<file path="src/rtl/time_keeper_set.sv">
// time_keeper_set: HH:MM:SS time-of-day counter with button-driven set mode.
// Define HOUR12_EN for a 12-hour display with pm flag.
`timescale 1ns/1ps
module time_keeper_set #(
  parameter int SYNC_STAGES = 2,
  parameter int INIT_HH = 0,
  parameter int INIT_MM = 0,
  parameter int INIT_SS = 0
) (
  input  logic       clk,
  input  logic       rst_n,
  input  logic       tick_in,
  input  logic       set_btn,
  input  logic       sel_btn,
  input  logic       inc_btn,
  input  logic       dec_btn,
  output logic [4:0] hours,
  output logic [5:0] minutes,
  output logic [5:0] seconds,
  output logic [1:0] field_sel,
  output logic       blink,
  output logic       day_pulse,
  output logic       pm
);
  localparam logic [4:0] H0 = (INIT_HH >= 0 && INIT_HH <= 23) ? 5'(INIT_HH) : 5'd0;
  localparam logic [5:0] M0 = (INIT_MM >= 0 && INIT_MM <= 59) ? 6'(INIT_MM) : 6'd0;
  localparam logic [5:0] S0 = (INIT_SS >= 0 && INIT_SS <= 59) ? 6'(INIT_SS) : 6'd0;
  typedef enum logic [1:0] {RUN, SET_HH, SET_MM, SET_SS} state_t;
  state_t state, nxt;
  logic [4:0] sy [SYNC_STAGES];
  logic [4:0] dly;
  logic [4:0] hh;
  logic tick, set_p, sel_p, inc_p, dec_p;
  logic run_tick, adj, s_w, m_w, h_w, blink_q;
  function automatic logic [5:0] step(input logic [5:0] v, input logic [5:0] top, input logic up);
    return up ? ((v == top) ? 6'd0 : v + 6'd1) : ((v == 6'd0) ? top : v - 6'd1);
  endfunction
  // Buttons and the divided wave are data: synchronise, then edge-detect.
  always_ff @(posedge clk or negedge rst_n)
    if (!rst_n) begin
      for (int i = 0; i < SYNC_STAGES; i++) sy[i] <= '0;
      dly <= '0;
    end else begin
      sy[0] <= {dec_btn, inc_btn, sel_btn, set_btn, tick_in};
      for (int i = 1; i < SYNC_STAGES; i++) sy[i] <= sy[i-1];
      dly <= sy[SYNC_STAGES-1];
    end
  assign {dec_p, inc_p, sel_p, set_p, tick} = sy[SYNC_STAGES-1] & ~dly;
  always_ff @(posedge clk or negedge rst_n)
    if (!rst_n) state <= RUN;
    else state <= nxt;
  always_comb begin
    nxt = set_p ? ((state == RUN) ? SET_HH : RUN) :
          (sel_p && state != RUN) ? ((state == SET_SS) ? SET_HH : state_t'(state + 2'd1)) :
          state;
  end
  always_comb begin
    field_sel = state;
    blink = blink_q && state != RUN;
`ifdef HOUR12_EN
    hours = (hh == 5'd0) ? 5'd12 : (hh > 5'd12) ? hh - 5'd12 : hh;
    pm = hh >= 5'd12;
`else
    hours = hh;
    pm = 1'b0;
`endif
  end
  assign s_w = seconds == 6'd59;
  assign m_w = minutes == 6'd59;
  assign h_w = hh == 5'd23;
  assign run_tick = state == RUN && tick;
  // Simultaneous inc and dec cancel out.
  assign adj = state != RUN && (inc_p ^ dec_p);
  always_ff @(posedge clk or negedge rst_n)
    if (!rst_n) begin
      hh <= H0;
      minutes <= M0;
      seconds <= S0;
      day_pulse <= 1'b0;
    end else begin
      day_pulse <= run_tick && s_w && m_w && h_w;
      if (run_tick) begin
        seconds <= step(seconds, 6'd59, 1'b1);
        if (s_w) minutes <= step(minutes, 6'd59, 1'b1);
        if (s_w && m_w) hh <= 5'(step({1'b0, hh}, 6'd23, 1'b1));
      end else if (adj) begin
        if (state == SET_HH) hh <= 5'(step({1'b0, hh}, 6'd23, inc_p));
        if (state == SET_MM) minutes <= step(minutes, 6'd59, inc_p);
        if (state == SET_SS) seconds <= step(seconds, 6'd59, inc_p);
      end
    end
  // Blink restarts low whenever a field becomes selected.
  always_ff @(posedge clk or negedge rst_n)
    if (!rst_n) blink_q <= 1'b0;
    else blink_q <= (nxt == RUN || nxt != state) ? 1'b0 : blink_q ^ tick;
endmodule

</file>
<file path="config.mk">
export PLATFORM = sky130hd
export DESIGN_NAME = time_keeper_set
export DESIGN_NICKNAME = d
export VERILOG_FILES = /design/src/rtl/time_keeper_set.sv
export SDC_FILE = /design/constraint.sdc
export NUM_CORES = 1
export LEC_CHECK = 0
export CAP_MARGIN = 20
export CORE_ASPECT_RATIO = 1.1
export CORE_MARGIN = 8
export CORE_UTILIZATION = 55
export DETAILED_ROUTE_END_ITERATION = 10
export PLACE_DENSITY = 0.8
export REMOVE_ABC_BUFFERS = 1
export SETUP_SLACK_MARGIN = 0.1
export SYNTH_ARGS = -nofsm -noshare
export SYNTH_HDL_FRONTEND = slang
export SYNTH_SLANG_ARGS = --single-unit
</file>
<file path="constraint.sdc">
create_clock -name clk -period 2.3 [get_ports clk]
set_input_delay 0.345 -clock clk [delete_from_list [all_inputs] [get_ports clk]]
set_output_delay 0.345 -clock clk [all_outputs]
set_load 0.01 [all_outputs]
</file>
==> run summary <==
switching power of the nets - 1.11 mW
Synthesis Warnings - 0
share of total power in the clock network - 0.173
floorplan row count - 24
share of power burned in registers - 0.391
Die Ht - 81.6 um
via count of the first global-routing pass - 1648
max cap viols - 0
Mean Syn Cell Area - 9.39 um^2
remaining number of nets flagged by the antenna check after routing - 0
die area - 6170 um^2
final hold violations - 0
total of fill cells in the finished design - 312
Static Leak - 1.06 nW
classification of the worst-slack hold path - input port to asynchronous set/reset pin
peak ir drop on the vdd network - 0.596 mV
worst setup path class - flip-flop to output pin
headroom to the max-slew limit - 0.473
Clock Pin Slew Worst Setup and Hold Paths - 0.08 ns
startpoint types - flip-flop
ys flop type - sky130_fd_sc_hd__dfrtp_1
number of nets in the finished design - 274
detailed-route wire length - 4770 um
number of flip-flops and latches in the synthesized netlist - 36
maximum number of pins on one net before global-route repair - 37
minimum setup slack among reg-to-reg paths - 0.34 ns
Pre-antenna DRT Iters - 4
RSZ-0062 raised after global routing - no
combined area of the multi-input logic cells - 1170 um^2
die extent in x - 75.6 um
shortest clock period the worst path allows after layout - 2.12 ns
HPWL after detailed placement - 3360 um
number of max-slew violations in the final report - 0
num ports - 29
number of clock sinks - 36
via count - 1846
Core Area - 3870 um^2
length in cells of the worst reg-to-reg path - 7
worst r2r src - field_sel[1]
post-route DRC violation count - 0
maximum level of the CTS H-tree - 2
part of the Yosys area used for sequential elements - 0.419
Critical Path RT - 1.96 ns
FF+latch area - 903 um^2
CTS Buf Count - 5
drt initial violations - 220
synth-to-layout area growth - 19.1%
Critical Path End Type - output pin
arrival time at the worst endpoint - 1.78 ns
average detailed-routed wire length per instance - 15.5 um
Max Buffers Root-to-Sink - 2
async set-or-reset flop fraction in the synthesized netlist - 1.00
Net Sw Frac - 0.414
clock network latency to the later pin of the worst-skew pair - 0.30 ns
result of the run - completed
Final Total Pwr - 2.67 mW
Avg Vias per Cell - 5.99
# port buffers - 27
# diodes - 0
highest net fanout along the worst path - 11
setup clock skew after layout - 0.00647 ns
global-route wire length before repair - 7840 um
initial core utilization - 0.555
Internal - 1.56 mW
area of the mapped netlist - 2150 um^2
fraction of layout instances using a drive strength above 1 - 0.0898
GR Overflow Total - 0
Gate power share - 0.437
antenna violations before repair - 0
GRT Total Usage - 0.166
post-synth cell types - 54
routability congestion estimate - 0.892
total negative setup slack - 0 ns
number of enable-type register cells in the synthesized netlist - 0
period utilization - 0.923
count of final setup violators - 0
Slew @ Worst Pin - 0.790 ns
cell chosen for the clock root - sky130_fd_sc_hd__clkbuf_8
Post-Synthesis Cells - 229
total power per unit cell area - 1040 nW/um^2
endpoint of the worst-slack reg-to-reg timing path - minutes[5]
Fmax - 0.471 GHz
TritonCTS clock tree - done
==> timing repair <==
action,4_1_cts,5_1_grt
setup endpoints to repair,3,0
hold buffers,0,0
gates resized for setup,4,0
buffers inserted,0,0
==> synthesized netlist by cell type (2+ instances only) <==
master	count	share of area
sky130_fd_sc_hd__mux2i_1	3	0.014
sky130_fd_sc_hd__ha_1	12	0.070
sky130_fd_sc_hd__nand2_1	16	0.028
sky130_fd_sc_hd__o21ai_0	15	0.035
sky130_fd_sc_hd__clkbuf_1	2	0.0035
sky130_fd_sc_hd__a22oi_1	2	0.0070
sky130_fd_sc_hd__nand4_1	3	0.0087
sky130_fd_sc_hd__and3_1	2	0.0058
sky130_fd_sc_hd__xnor2_1	4	0.016
sky130_fd_sc_hd__o22a_1	2	0.0081
sky130_fd_sc_hd__a211oi_1	4	0.014
sky130_fd_sc_hd__nand3_1	8	0.019
sky130_fd_sc_hd__inv_1	11	0.019
sky130_fd_sc_hd__nor3_1	9	0.021
sky130_fd_sc_hd__o31ai_1	2	0.0070
sky130_fd_sc_hd__and2_1	4	0.012
sky130_fd_sc_hd__dfrtp_1	36	0.42
sky130_fd_sc_hd__and4b_1	3	0.014
sky130_fd_sc_hd__nor4b_1	2	0.0081
sky130_fd_sc_hd__nand3b_1	2	0.0070
sky130_fd_sc_hd__nor3b_1	4	0.014
sky130_fd_sc_hd__nor2b_1	3	0.0087
sky130_fd_sc_hd__buf_2	5	0.012
sky130_fd_sc_hd__a21oi_1	20	0.047
sky130_fd_sc_hd__xor2_1	2	0.0081
sky130_fd_sc_hd__nand2b_1	4	0.012
sky130_fd_sc_hd__a31oi_1	3	0.0087
sky130_fd_sc_hd__buf_4	3	0.010
sky130_fd_sc_hd__nor2_1	18	0.031
==> layer usage <==
metal  up-vias  track usage  share of wire
li1        872            -              -
met1       891        0.211           0.43
met2        77        0.261           0.50
met3         6       0.0464          0.061
met4         0       0.0673          0.015
met5         -            0              0
==> cells in the final DEF (no fill, tap or decap), types with 3 or more instances in the layout <==
cell type / n
sky130_fd_sc_hd__nor2b_1: 3
sky130_fd_sc_hd__a21oi_1: 20
sky130_fd_sc_hd__a211oi_1: 4
sky130_fd_sc_hd__a31oi_1: 3
sky130_fd_sc_hd__nor3b_1: 4
sky130_fd_sc_hd__xnor2_1: 4
sky130_fd_sc_hd__clkdlybuf4s50_1: 26
sky130_fd_sc_hd__nand2b_1: 4
sky130_fd_sc_hd__nor2_1: 18
sky130_fd_sc_hd__o21ai_0: 15
sky130_fd_sc_hd__nand3_1: 8
sky130_fd_sc_hd__nand2_1: 16
sky130_fd_sc_hd__and2_1: 4
sky130_fd_sc_hd__dfrtp_1: 34
sky130_fd_sc_hd__clkbuf_8: 5
sky130_fd_sc_hd__nor3_1: 9
sky130_fd_sc_hd__nand4_1: 3
sky130_fd_sc_hd__ha_1: 11
sky130_fd_sc_hd__and4b_1: 3
sky130_fd_sc_hd__mux2i_1: 3
sky130_fd_sc_hd__inv_1: 11
==> registers in the layout, summed over array words and instances, names as in the netlist <==
signal / count
blink_q: 1
day_pulse: 1
dly: 5
field_sel: 2
hours: 5
minutes: 6
seconds: 6
sy: 10
==> stage by stage <==
stage / setup slack, ns / instances / utilization / hold WS (ns) / cell area (um^2)
global placement: 0.218 / 300 / 0.633 / 0.333 / 2450
global route: 0.112 / 308 / 0.661 / 0.197 / 2560
floorplan: 0.149 / 219 / - / 0.0494 / 2100
finish: 0.176 / 308 / 0.661 / 0.118 / 2560
detailed placement: 0.0830 / 300 / 0.633 / 0.336 / 2450
CTS: 0.160 / 308 / 0.661 / 0.153 / 2560
==> final cells by class <==
class / instances / share of cell area
inverter: 11 / 0.0161
clock buffer: 5 / 0.0269
sequential: 36 / 0.353
tap: 52 / 0.0254
timing repair buffer: 29 / 0.114
clock inverter: 3 / 0.00928
multi-input combinational: 172 / 0.455
==> cells by family after synthesis <==
kind of cell	count (synthesis)	synth area share
other cells	1	0.00174
xor+xnor	7	0.0320
fa+ha+maj	12	0.0698
compound gates	62	0.194
mux	3	0.0140
simple gates	87	0.225
flops	36	0.419
buf+inv	21	0.0448
==> worst max-delay path, stage by stage (launching register included) <==
cell and delay [ns]:
sky130_fd_sc_hd__dfrtp_2 0.42, sky130_fd_sc_hd__inv_1 0.13, sky130_fd_sc_hd__ha_4 0.24, sky130_fd_sc_hd__nor2b_1 0.14, sky130_fd_sc_hd__clkdlybuf4s50_1 0.55
==> power groups by stage <==
stage / sequential (mW) / combinational, mW / clock [mW]
5_1_grt: 1.08 / 1.27 / 0.501
3_5_place_dp: 1.05 / 1.13 / 0
4_1_cts: 1.04 / 1.17 / 0.478
2_1_floorplan: 1.04 / 0.636 / 0
3_3_place_gp: 1.05 / 1.11 / 0
6_report: 1.04 / 1.17 / 0.461
==> worst max-delay path by stage <==
stage / from / to / slack, ns / cells after the start
floorplan: field_sel[1] / seconds[3] / 0.15 / 6
global placement: field_sel[1] / hours[4] / 0.22 / 7
detailed placement: field_sel[1] / seconds[3] / 0.08 / 7
CTS: field_sel[1] / blink / 0.16 / 4
global route: field_sel[1] / blink / 0.11 / 4
finish: field_sel[1] / blink / 0.18 / 4
Power figures use the tool's default switching activity.
